**config.mk**
```make
export PLATFORM = sky130hd
export DESIGN_NAME = issue_scoreboard
export DESIGN_NICKNAME = d
export VERILOG_FILES = /design/src/rtl/issue_scoreboard_pkg.sv /design/src/rtl/issue_scoreboard_regmask.sv /design/src/rtl/issue_scoreboard.sv
export SDC_FILE = /design/constraint.sdc
export NUM_CORES = 1
export LEC_CHECK = 0
export ABC_AREA = 1
export BUFFER_PORTS_ARGS = -buffer_cell sky130_fd_sc_hd__buf_4
export CORE_UTILIZATION = 59
export CTS_CLUSTER_SIZE = 12
export DETAILED_ROUTE_END_ITERATION = 16
export PLACE_DENSITY = 0.95
export SYNTH_ARGS = -nofsm -noshare
export SYNTH_HDL_FRONTEND = slang
export SYNTH_SLANG_ARGS = --single-unit
```
**constraint.sdc**
```tcl
create_clock -name clk -period 4.8 [get_ports clk]
set_clock_uncertainty 0.15 [all_clocks]
set_input_delay 0.24 -clock clk [delete_from_list [all_inputs] [get_ports clk]]
set_output_delay 0.24 -clock clk [all_outputs]
set_load 0.05 [all_outputs]
```
**src/rtl/issue_scoreboard_pkg.sv**
```systemverilog
// Shared types for the issue-stage scoreboard:
// decoder bundle, memory command codes, fence FSM states.
package issue_scoreboard_pkg;

    typedef logic [4:0] mem_cmd_t;

    localparam mem_cmd_t M_XRD       = 5'b00000;
    localparam mem_cmd_t M_XWR       = 5'b00001;
    localparam mem_cmd_t M_FLUSH_ALL = 5'b00101;

    typedef struct packed {
        logic     legal;
        logic     rxs1;
        logic     rxs2;
        logic     wxd;
        logic     mem;
        mem_cmd_t mem_cmd;
        logic     div;
        logic     fence;
        logic     fence_i;
    } ControlSignals;

    typedef enum logic [1:0] {
        FS_IDLE,
        FS_DRAIN,
        FS_FLUSH,
        FS_DONE
    } fence_state_e;

    // Load or store that occupies a memory slot until its response.
    function automatic logic is_mem_op(input ControlSignals cs);
        return cs.mem && (cs.mem_cmd == M_XRD || cs.mem_cmd == M_XWR);
    endfunction

    // Op whose result arrives later on the long-latency writeback port.
    function automatic logic is_long_lat(input ControlSignals cs);
        return (cs.mem && cs.mem_cmd == M_XRD) || cs.div;
    endfunction

endpackage

```
**src/rtl/issue_scoreboard_regmask.sv**
```systemverilog
// Pending-write bitmap: one set port, one clear port, set wins.
// Ports: clk, rst_n, set_en/set_idx, clr_en/clr_idx, mask out.
module sb_regmask #(
    parameter int NREGS = 32
) (
    input  logic             clk,
    input  logic             rst_n,
    input  logic             set_en,
    input  logic [4:0]       set_idx,
    input  logic             clr_en,
    input  logic [4:0]       clr_idx,
    output logic [NREGS-1:0] mask
);

    logic [NREGS-1:0] mask_q;
    logic [NREGS-1:0] mask_d;
    logic [NREGS-1:0] set_oh;
    logic [NREGS-1:0] clr_oh;

    // x0 is hardwired zero, so index 0 is never tracked
    always_comb begin
        set_oh = '0;
        clr_oh = '0;
        if (set_en && set_idx != 5'd0) set_oh[set_idx] = 1'b1;
        if (clr_en && clr_idx != 5'd0) clr_oh[clr_idx] = 1'b1;
        mask_d = (mask_q & ~clr_oh) | set_oh;
    end

    always_ff @(posedge clk or negedge rst_n) begin
        if (!rst_n) mask_q <= '0;
        else        mask_q <= mask_d;
    end

    assign mask = mask_q;

endmodule

```
**src/rtl/issue_scoreboard.sv**
```systemverilog
// Issue interlock: RAW/WAW on long-latency dests, memory slot limit,
// FENCE/FENCE_I drain + I-cache flush sequencing.
// Ports: ID bundle in, kill/writeback/resp/flush_done in,
// id_stall/id_issue/icache_flush_req/busy_mask/mem_outstanding out.
module issue_scoreboard
    import issue_scoreboard_pkg::*;
#(
    parameter int NREGS       = 32,
    parameter int MAX_MEM_OUT = 4,
    localparam int CW         = $clog2(MAX_MEM_OUT + 1)
) (
    input  logic             clk,
    input  logic             rst_n,
    input  logic             id_valid,
    input  ControlSignals    id_cs,
    input  logic [4:0]       id_rs1,
    input  logic [4:0]       id_rs2,
    input  logic [4:0]       id_rd,
    input  logic             ex_kill,
    input  logic             ll_wb_valid,
    input  logic [4:0]       ll_wb_rd,
    input  logic             mem_resp_valid,
    input  logic             icache_flush_done,
    output logic             id_stall,
    output logic             id_issue,
    output logic             icache_flush_req,
    output logic [NREGS-1:0] busy_mask,
    output logic [CW-1:0]    mem_outstanding
);

    logic [NREGS-1:0] wb_oh;
    logic [NREGS-1:0] busy_eff;
    logic             act;
    logic             raw;
    logic             waw;
    logic             memfull;
    logic             fence_hz;
    logic             set_en;
    logic             mem_inc;
    logic             drained;
    logic [CW-1:0]    mem_out_q;
    logic [CW-1:0]    mem_out_d;
    fence_state_e     state_q;
    fence_state_e     state_d;

    sb_regmask #(.NREGS(NREGS)) u_regmask (
        .clk     (clk),
        .rst_n   (rst_n),
        .set_en  (set_en),
        .set_idx (id_rd),
        .clr_en  (ll_wb_valid),
        .clr_idx (ll_wb_rd),
        .mask    (busy_mask)
    );

    // Hazards; a same-cycle writeback already satisfies the reader
    always_comb begin
        wb_oh = '0;
        if (ll_wb_valid) wb_oh[ll_wb_rd] = 1'b1;
        busy_eff = busy_mask & ~wb_oh;
        act      = id_valid & id_cs.legal;
        raw      = act & ((id_cs.rxs1 & busy_eff[id_rs1]) |
                          (id_cs.rxs2 & busy_eff[id_rs2]));
        waw      = act & id_cs.wxd & busy_eff[id_rd];
        memfull  = act & id_cs.mem & (id_cs.mem_cmd != M_FLUSH_ALL) &
                   (mem_out_q == CW'(MAX_MEM_OUT));
        fence_hz = act & (id_cs.fence | id_cs.fence_i) &
                   (state_q != FS_DONE);
        id_stall = id_valid & (raw | waw | memfull | fence_hz);
        id_issue = id_valid & ~id_stall & ~ex_kill;
        set_en   = id_issue & act & id_cs.wxd & is_long_lat(id_cs);
        mem_inc  = id_issue & act & is_mem_op(id_cs);
    end

    // Outstanding memory count; issue and response together cancel
    always_comb begin
        mem_out_d = mem_out_q;
        if (mem_inc && !mem_resp_valid)
            mem_out_d = mem_out_q + CW'(1);
        else if (!mem_inc && mem_resp_valid && mem_out_q != '0)
            mem_out_d = mem_out_q - CW'(1);
    end

    // Fence sequencer; only moves while the fence sits unkilled in ID
    always_comb begin
        state_d          = state_q;
        icache_flush_req = (state_q == FS_FLUSH);
        drained          = (mem_out_q == '0) && (busy_mask == '0);
        if (ex_kill) begin
            state_d = FS_IDLE;
        end else if (act && (id_cs.fence || id_cs.fence_i)) begin
            unique case (state_q)
                FS_IDLE:  state_d = FS_DRAIN;
                FS_DRAIN: if (drained)
                              state_d = id_cs.fence_i ? FS_FLUSH : FS_DONE;
                FS_FLUSH: if (icache_flush_done) state_d = FS_DONE;
                FS_DONE:  state_d = FS_IDLE;
                default:  state_d = FS_IDLE;
            endcase
        end
    end

    always_ff @(posedge clk or negedge rst_n) begin
        if (!rst_n) begin
            mem_out_q <= '0;
            state_q   <= FS_IDLE;
        end else begin
            mem_out_q <= mem_out_d;
            state_q   <= state_d;
        end
    end

    assign mem_outstanding = mem_out_q;

    // A response with nothing outstanding means a lost or duplicated op
    assert property (@(posedge clk) disable iff (!rst_n)
        !(mem_resp_valid && !mem_inc && mem_out_q == '0));

endmodule

```
### Word level (Yosys, flattened, before mapping)

Index checks and enable logic that the tools add are counted.
Widths: inputs -> output; s select.

* register bits after elaboration: 37
* input bits: 40
* output and inout port bits: 38
* logic and storage cells: 97

* add/sub/neg operators: 2
* order comparisons: 6
* eq/ne operators: 9
* mux-type cells: 21
* bitwise operators: 30
* reductions and logical operators: 26

Operator list (count)
* $mux 32: 3
* $and 32x32->32: 2
* $not 32->32: 2
* $logic_not 32->1: 1
* $or 32x32->32: 1
* $lt 5x6->1 const B: 4
* $and 1x1->1: 18
* $bmux 1 s5: 3
* $logic_and 1x1->1: 11
* $demux 1 s5: 2
* $ge 5x1->1 const B: 2
* $reduce_bool 5->1: 2
* $mux 2: 4
* $pmux 2 s4: 1
* $mux 1: 6
* $mux 3: 2
* $ne 3x3->1 const B: 2
* $eq 5x1->1 const B: 1
* $logic_not 5->1: 1
* $ne 5x3->1 const B: 1
* $or 1x1->1: 5
* $eq 2x2->1 const B: 2
* $reduce_bool 2->1: 2
* $add 3x1->3 const B: 1
* 11 further kinds: 15

### Depth between registers and ports, before layout

* depth after elaboration: 26
* depth in mapped cells: 23
* gate-level depth less buffers: 23

### Modules after synthesis

From an unflattened synthesis, not the netlist that was laid out.

* cell total of the unflattened synthesis: 541
* area total of the unflattened synthesis: 3330.7 um2

By module, submodules not included
* issue_scoreboard: instances 1, cells each 361, area each 1864.3 um2, sequential area each 125.1 um2
* sb_regmask: instances 1, cells each 180, area each 1466.4 um2, sequential area each 800.8 um2

### Worst setup path before layout

Ideal clock, no wire load.

* path kind: register to output
* start: register u_regmask.mask_q[30] (netlist: u_regmask.mask[30])
* end: output port id_issue
* arrival: 3.203 ns
* data required time: 4.410 ns
* path slack: 1.207 ns
* cell stages (with the launch flop): 13
* path buffers: 0
* path through: dfrtp_1 a21boi_1 nand2_1 nand3_1 nand3_1 nand2_1 nand2_1 nand3_1 nand2_1 nor2_1 nor2_2 o21ai_0 nor2_1

* word-level cells in the longest chain between the ends: 13
* elaborated cells between the ends (all ways): 19
* classes of those cells: 6 x mux; 13 x bitwise

RTL lines
* start, declared: RTL line issue_scoreboard_regmask.sv:15 `logic [NREGS-1:0] mask_q;`
* start signal, assigned: RTL line issue_scoreboard_regmask.sv:31 `else mask_q <= mask_d;`
* $and 32x32->32 *: RTL line issue_scoreboard.sv:60 `busy_eff = busy_mask & ~wb_oh;`
* $bmux 1 s5 (on tied branches): RTL line issue_scoreboard.sv:62, issue_scoreboard.sv:63
* $mux 1 (on tied branches): RTL line issue_scoreboard.sv:62, issue_scoreboard.sv:63
* $and 1x1->1 (on tied branches): RTL line issue_scoreboard.sv:62, issue_scoreboard.sv:63
* $or 1x1->1: RTL line issue_scoreboard.sv:62 `raw = act & ((id_cs.rxs1 & busy_eff[id_rs1]) |`
* $and 1x1->1: RTL line issue_scoreboard.sv:62
* $or 1x1->1 * (3 in a row): RTL line issue_scoreboard.sv:69 `id_stall = id_valid & (raw | waw | memfull | fence_hz);`
* $and 1x1->1 *: RTL line issue_scoreboard.sv:69
* via id_stall: RTL line issue_scoreboard.sv:24 `output logic id_stall,`
* $not 1->1 *: RTL line issue_scoreboard.sv:70 `id_issue = id_valid & ~id_stall & ~ex_kill;`
* $and 1x1->1 * (2 in a row): RTL line issue_scoreboard.sv:70
* end, declared: RTL line issue_scoreboard.sv:25 `output logic id_issue,`

Mark *: on every way through the listed nets, which the timed path passes. The rest lies on a longest branch. The select of a mux whose other input is x is not followed.

### Worst setup path in the final report

* start: input port ll_wb_rd[0]
* end: register mem_out_q[2] (netlist: mem_outstanding[2])

* word-level cells in the longest chain between the ends: 25
* elaborated cells between the ends (all ways): 34
* classes of those cells: 2 x order compare; 10 x mux; 16 x bitwise; 6 x reduce/logical

RTL lines
* start, declared: RTL line issue_scoreboard.sv:21 `input logic [4:0] ll_wb_rd,`
* $lt 5x6->1 (implied by the code) or $ge 5x1->1 (tied branches): RTL line issue_scoreboard.sv:59 `if (ll_wb_valid) wb_oh[ll_wb_rd] = 1'b1;`
* $logic_and 1x1->1 (implied by the code): RTL line issue_scoreboard.sv:59
* $mux 1 (implied by the code): RTL line issue_scoreboard.sv:59
* $demux 1 s5 *
* $mux 32 *: RTL line issue_scoreboard.sv:59
* $not 32->32 *: RTL line issue_scoreboard.sv:60
* $and 32x32->32 *: RTL line issue_scoreboard.sv:60
* $bmux 1 s5 (on tied branches): RTL line issue_scoreboard.sv:62, issue_scoreboard.sv:63
* [4 not listed]
* $or 1x1->1 * (3 in a row): RTL line issue_scoreboard.sv:69
* $and 1x1->1 *: RTL line issue_scoreboard.sv:69
* $not 1->1 *: RTL line issue_scoreboard.sv:70
* $and 1x1->1 * (2 in a row): RTL line issue_scoreboard.sv:70
* $and 1x1->1 * (2 in a row): RTL line issue_scoreboard.sv:72 `mem_inc = id_issue & act & is_mem_op(id_cs);`
* $logic_not 1->1: RTL line issue_scoreboard.sv:80 `else if (!mem_inc && mem_resp_valid && mem_out_q != '0)`
* $logic_and 1x1->1 (2 in a row): RTL line issue_scoreboard.sv:80
* $reduce_bool 2->1 (no source line)
* end signal, assigned: RTL line issue_scoreboard.sv:108 `mem_out_q <= mem_out_d;`
* end, declared: RTL line issue_scoreboard.sv:41 `logic [CW-1:0] mem_out_q;`

Mark *: on every way between the ends. The rest lies on a longest branch, timed or not. The select of a mux whose other input is x is not followed.
A chain may end at the register's enable or synchronous reset.

==> results.sh <==
export IMPL_numPortBuffers=77
export IMPL_routedWlPerCell_um=17.77
export IMPL_final_seq_area_sq_um=925.9
export IMPL_crit_required_ns=4.83
export IMPL_grt_ovfl_total=0
export IMPL_worstSetupEndpointType="flip-flop"
export IMPL_rows=26
export IMPL_via_per_inst=6.285
export IMPL_grt_usage_pct=41.83
export IMPL_synth_distinct_cells=39
export IMPL_timing_rr_start="u_regmask.mask[30]"
export IMPL_hold_viol_final=0
export IMPL_first_global_vias=3619
export IMPL_synth_edf_count=0
export IMPL_report_power_total_uw=949.6
export IMPL_fin_crit_sh_pct=67.04
export IMPL_htree_levels=2
export IMPL_wl_um=11530
export IMPL_post_dp_hpwl_um=8493
export IMPL_die_area_sq_mm=0.005625
export IMPL_outcome="finished, final reports clean"
export IMPL_relSlewSlack_pct=45.67
export IMPL_r2r_worst_path_cells=18
export IMPL_crit_arrival_ns=3.25
export IMPL_min_period_ns=3.218
export IMPL_vdd_drop_max_mv=0.3256
export IMPL_core_sq_mm=0.005107
export IMPL_whs_endpoint="u_regmask.mask[26]"
export IMPL_final_nets=624
export IMPL_clk_latency_ns=0.29
export IMPL_synth_area_sq_mm=0.003144
export IMPL_numCtsBuffers=5
export IMPL_yosysWarnings=0
export IMPL_synthToLayoutAreaGrowth_pct=22.32
export IMPL_syn_inst=507
export IMPL_detail_route_antenna_nets=0
export IMPL_n_antenna_cell=0
export IMPL_cp_max_fo=11
export IMPL_crit_type="input pin to flip-flop"
export IMPL_hold_path_class="input pin to flip-flop"
export IMPL_initial_core_util_pct=61.56
export IMPL_syn_nets=552
export IMPL_finalWeightedCongestion=1.040
export IMPL_drt_iter0_markers=682
export IMPL_p_per_area_mw_per_mm2=246.9
export IMPL_min_path_cells=4
export IMPL_io_pin_count=78
export IMPL_dominantRegCellSynth="dfrtp_1"
export IMPL_timing_final_setup_violations=0
export IMPL_grt_start_max_net_pins=38
export IMPL_final_cell_mix="nand2_1, nand3_1, buf_4"
export IMPL_cts_root_buf="clkbuf_8"
export IMPL_fmax_mhz=310.8
export IMPL_die_w_um=75
export IMPL_worstHoldStart="id_rd[2]"
export IMPL_grt_pass1_wl_um=17330
export IMPL_rsz0062_at_grt="false"
export IMPL_cap_violations=0
export IMPL_r2r_setup_slack_ns=2.04
export IMPL_start_kind="input pin"
export IMPL_synthArstFlopShare_pct=100.0
export IMPL_layout_commonest_cell="nand2_1"
export IMPL_ys_seq_area_share_pct=29.45
export IMPL_multi_input_area_sq_mm=0.001979
export IMPL_ys_ff_latch=37
export IMPL_antenna_found_initial=0
export IMPL_drive_gt1_share_pct=17.44
export IMPL_p_leak_nw=1.985
export IMPL_clock_sinks=37
export IMPL_tightest_slew_ns=0.8119
export IMPL_clk_path_buf_depth=2
export IMPL_die_h_um=75
export IMPL_cts_tree="built"
export IMPL_setup_tns_ns=0
export IMPL_maxSlewViolCount=0
export IMPL_fillers=427
export IMPL_avgSynthCellArea_sq_um=6.202
export IMPL_drc=0
export IMPL_vias=4079
export IMPL_dr_pass1_iters=7
export IMPL_rr_endpoint="mem_outstanding[2]"
export IMPL_cts_clk_slew_worst_paths_ns=0.07
==> cell type report <==
| cell class | count | area share, % |
|---|---|---|
| tap | 70 | 2.277 |
| inverter | 43 | 4.196 |
| sequential | 37 | 24.07 |
| multi-input combinational | 412 | 51.46 |
| timing repair buffer | 80 | 15.74 |
| clock buffer | 7 | 2.245 |
==> timing repair <==
| item | CTS | global route |
|---|---|---|
| hold buffers | 2 | 0 |
| endpoints found under the setup margin | 0 | 0 |
| gates resized for setup | 0 | 0 |
| setup buffers | 0 | 0 |
| endpoints found under the hold margin | 38 | 0 |
==> power by group <==
part	internal [mW]	leakage (nW)	switching (mW)
clock network	0.114	0.0443	0.109
logic	0.116	1.43	0.252
registers	0.333	0.506	0.0262
total	0.562	1.98	0.387
==> cells by family (layout without fill, tap and decap cells) <==
logic type	count (synthesis)	in the layout	share of synthesized area, %
and+or+nand+nor	371	371	53.24
AOI/OAI and AO/OA	36	36	7.481
DFF	37	37	29.45
adders and majority gates	5	5	2.229
buffers and inverters	58	130	7.600
==> worst max-delay path: stages <==
cell	delay, ns
buf_4	0.12
nand2_2	0.08
nor2_1	0.62
nand2_1	0.25
nand3_1	0.14
nand3_1	0.09
nand3_1	0.10
nand3_1	0.07
nand2_1	0.07
nand2_1	0.05
nand3_1	0.11
nand2_1	0.07
nor2_2	0.16
nand4_4	0.15
nor2_1	0.12
nand2_1	0.13
fa_1	0.40
nand2_1	0.09
nand2_1	0.06
nand2_1	0.06
nand2_1	0.06
==> state kept, by name, summed over array words and instances, names as in the netlist <==
register         count
mem_outstanding      3
state_q              2
u_regmask.mask      32
==> how the worst max path moves through the flow <==
| stage | startpoint | endpoint | cells after the start |
|---|---|---|---|
| 3_3_place_gp | ll_wb_rd[0] | mem_outstanding[2] | 21 |
| 4_1_cts | ll_wb_rd[0] | mem_outstanding[2] | 21 |
| 2_1_floorplan | u_regmask.mask[30] | id_issue | 12 |
| 6_report | ll_wb_rd[0] | mem_outstanding[2] | 21 |
| 5_1_grt | ll_wb_rd[0] | mem_outstanding[2] | 21 |
| 3_5_place_dp | ll_wb_rd[0] | mem_outstanding[2] | 21 |
==> metal layers <==
layer	vias to the layer above	GRT usage (%)	share of wire, %
met5	-	0	0
met2	364	59.46	42
met4	0	18.03	4.6
li1	1849	-	-
met3	74	16.20	15
met1	1792	56.55	39
==> synth_stat cells, types with 4 or more instances <==
cell type / n / share of area, %
nor2_1: 36 / 4.3
ha_1: 4 / 1.6
dfrtp_1: 37 / 29
nand3_1: 129 / 21
a21oi_1: 6 / 0.96
nor3_1: 6 / 0.96
clkbuf_1: 9 / 1.1
nand2_1: 172 / 21
inv_1: 41 / 4.9
a31o_2: 5 / 1.4
nand4_1: 6 / 1.2
o21ai_0: 8 / 1.3
nor4_1: 6 / 1.2
==> stage by stage <==
stage | util [%] | cells | setup WS, ns | hold slack (ns) | area (sq um)
2_1_floorplan | - | 507 | 1.207 | -0.2056 | 3144
3_3_place_gp | 73.22 | 640 | 1.441 | 0.07755 | 3740
3_5_place_dp | 73.22 | 640 | 1.342 | 0.09084 | 3740
4_1_cts | 75.31 | 649 | 1.648 | 0.1664 | 3846
5_1_grt | 75.31 | 649 | 1.281 | 0.1798 | 3846
6_report | 75.31 | 649 | 1.582 | 0.1585 | 3846
Note: power is estimated with default switching activity, not from simulation.
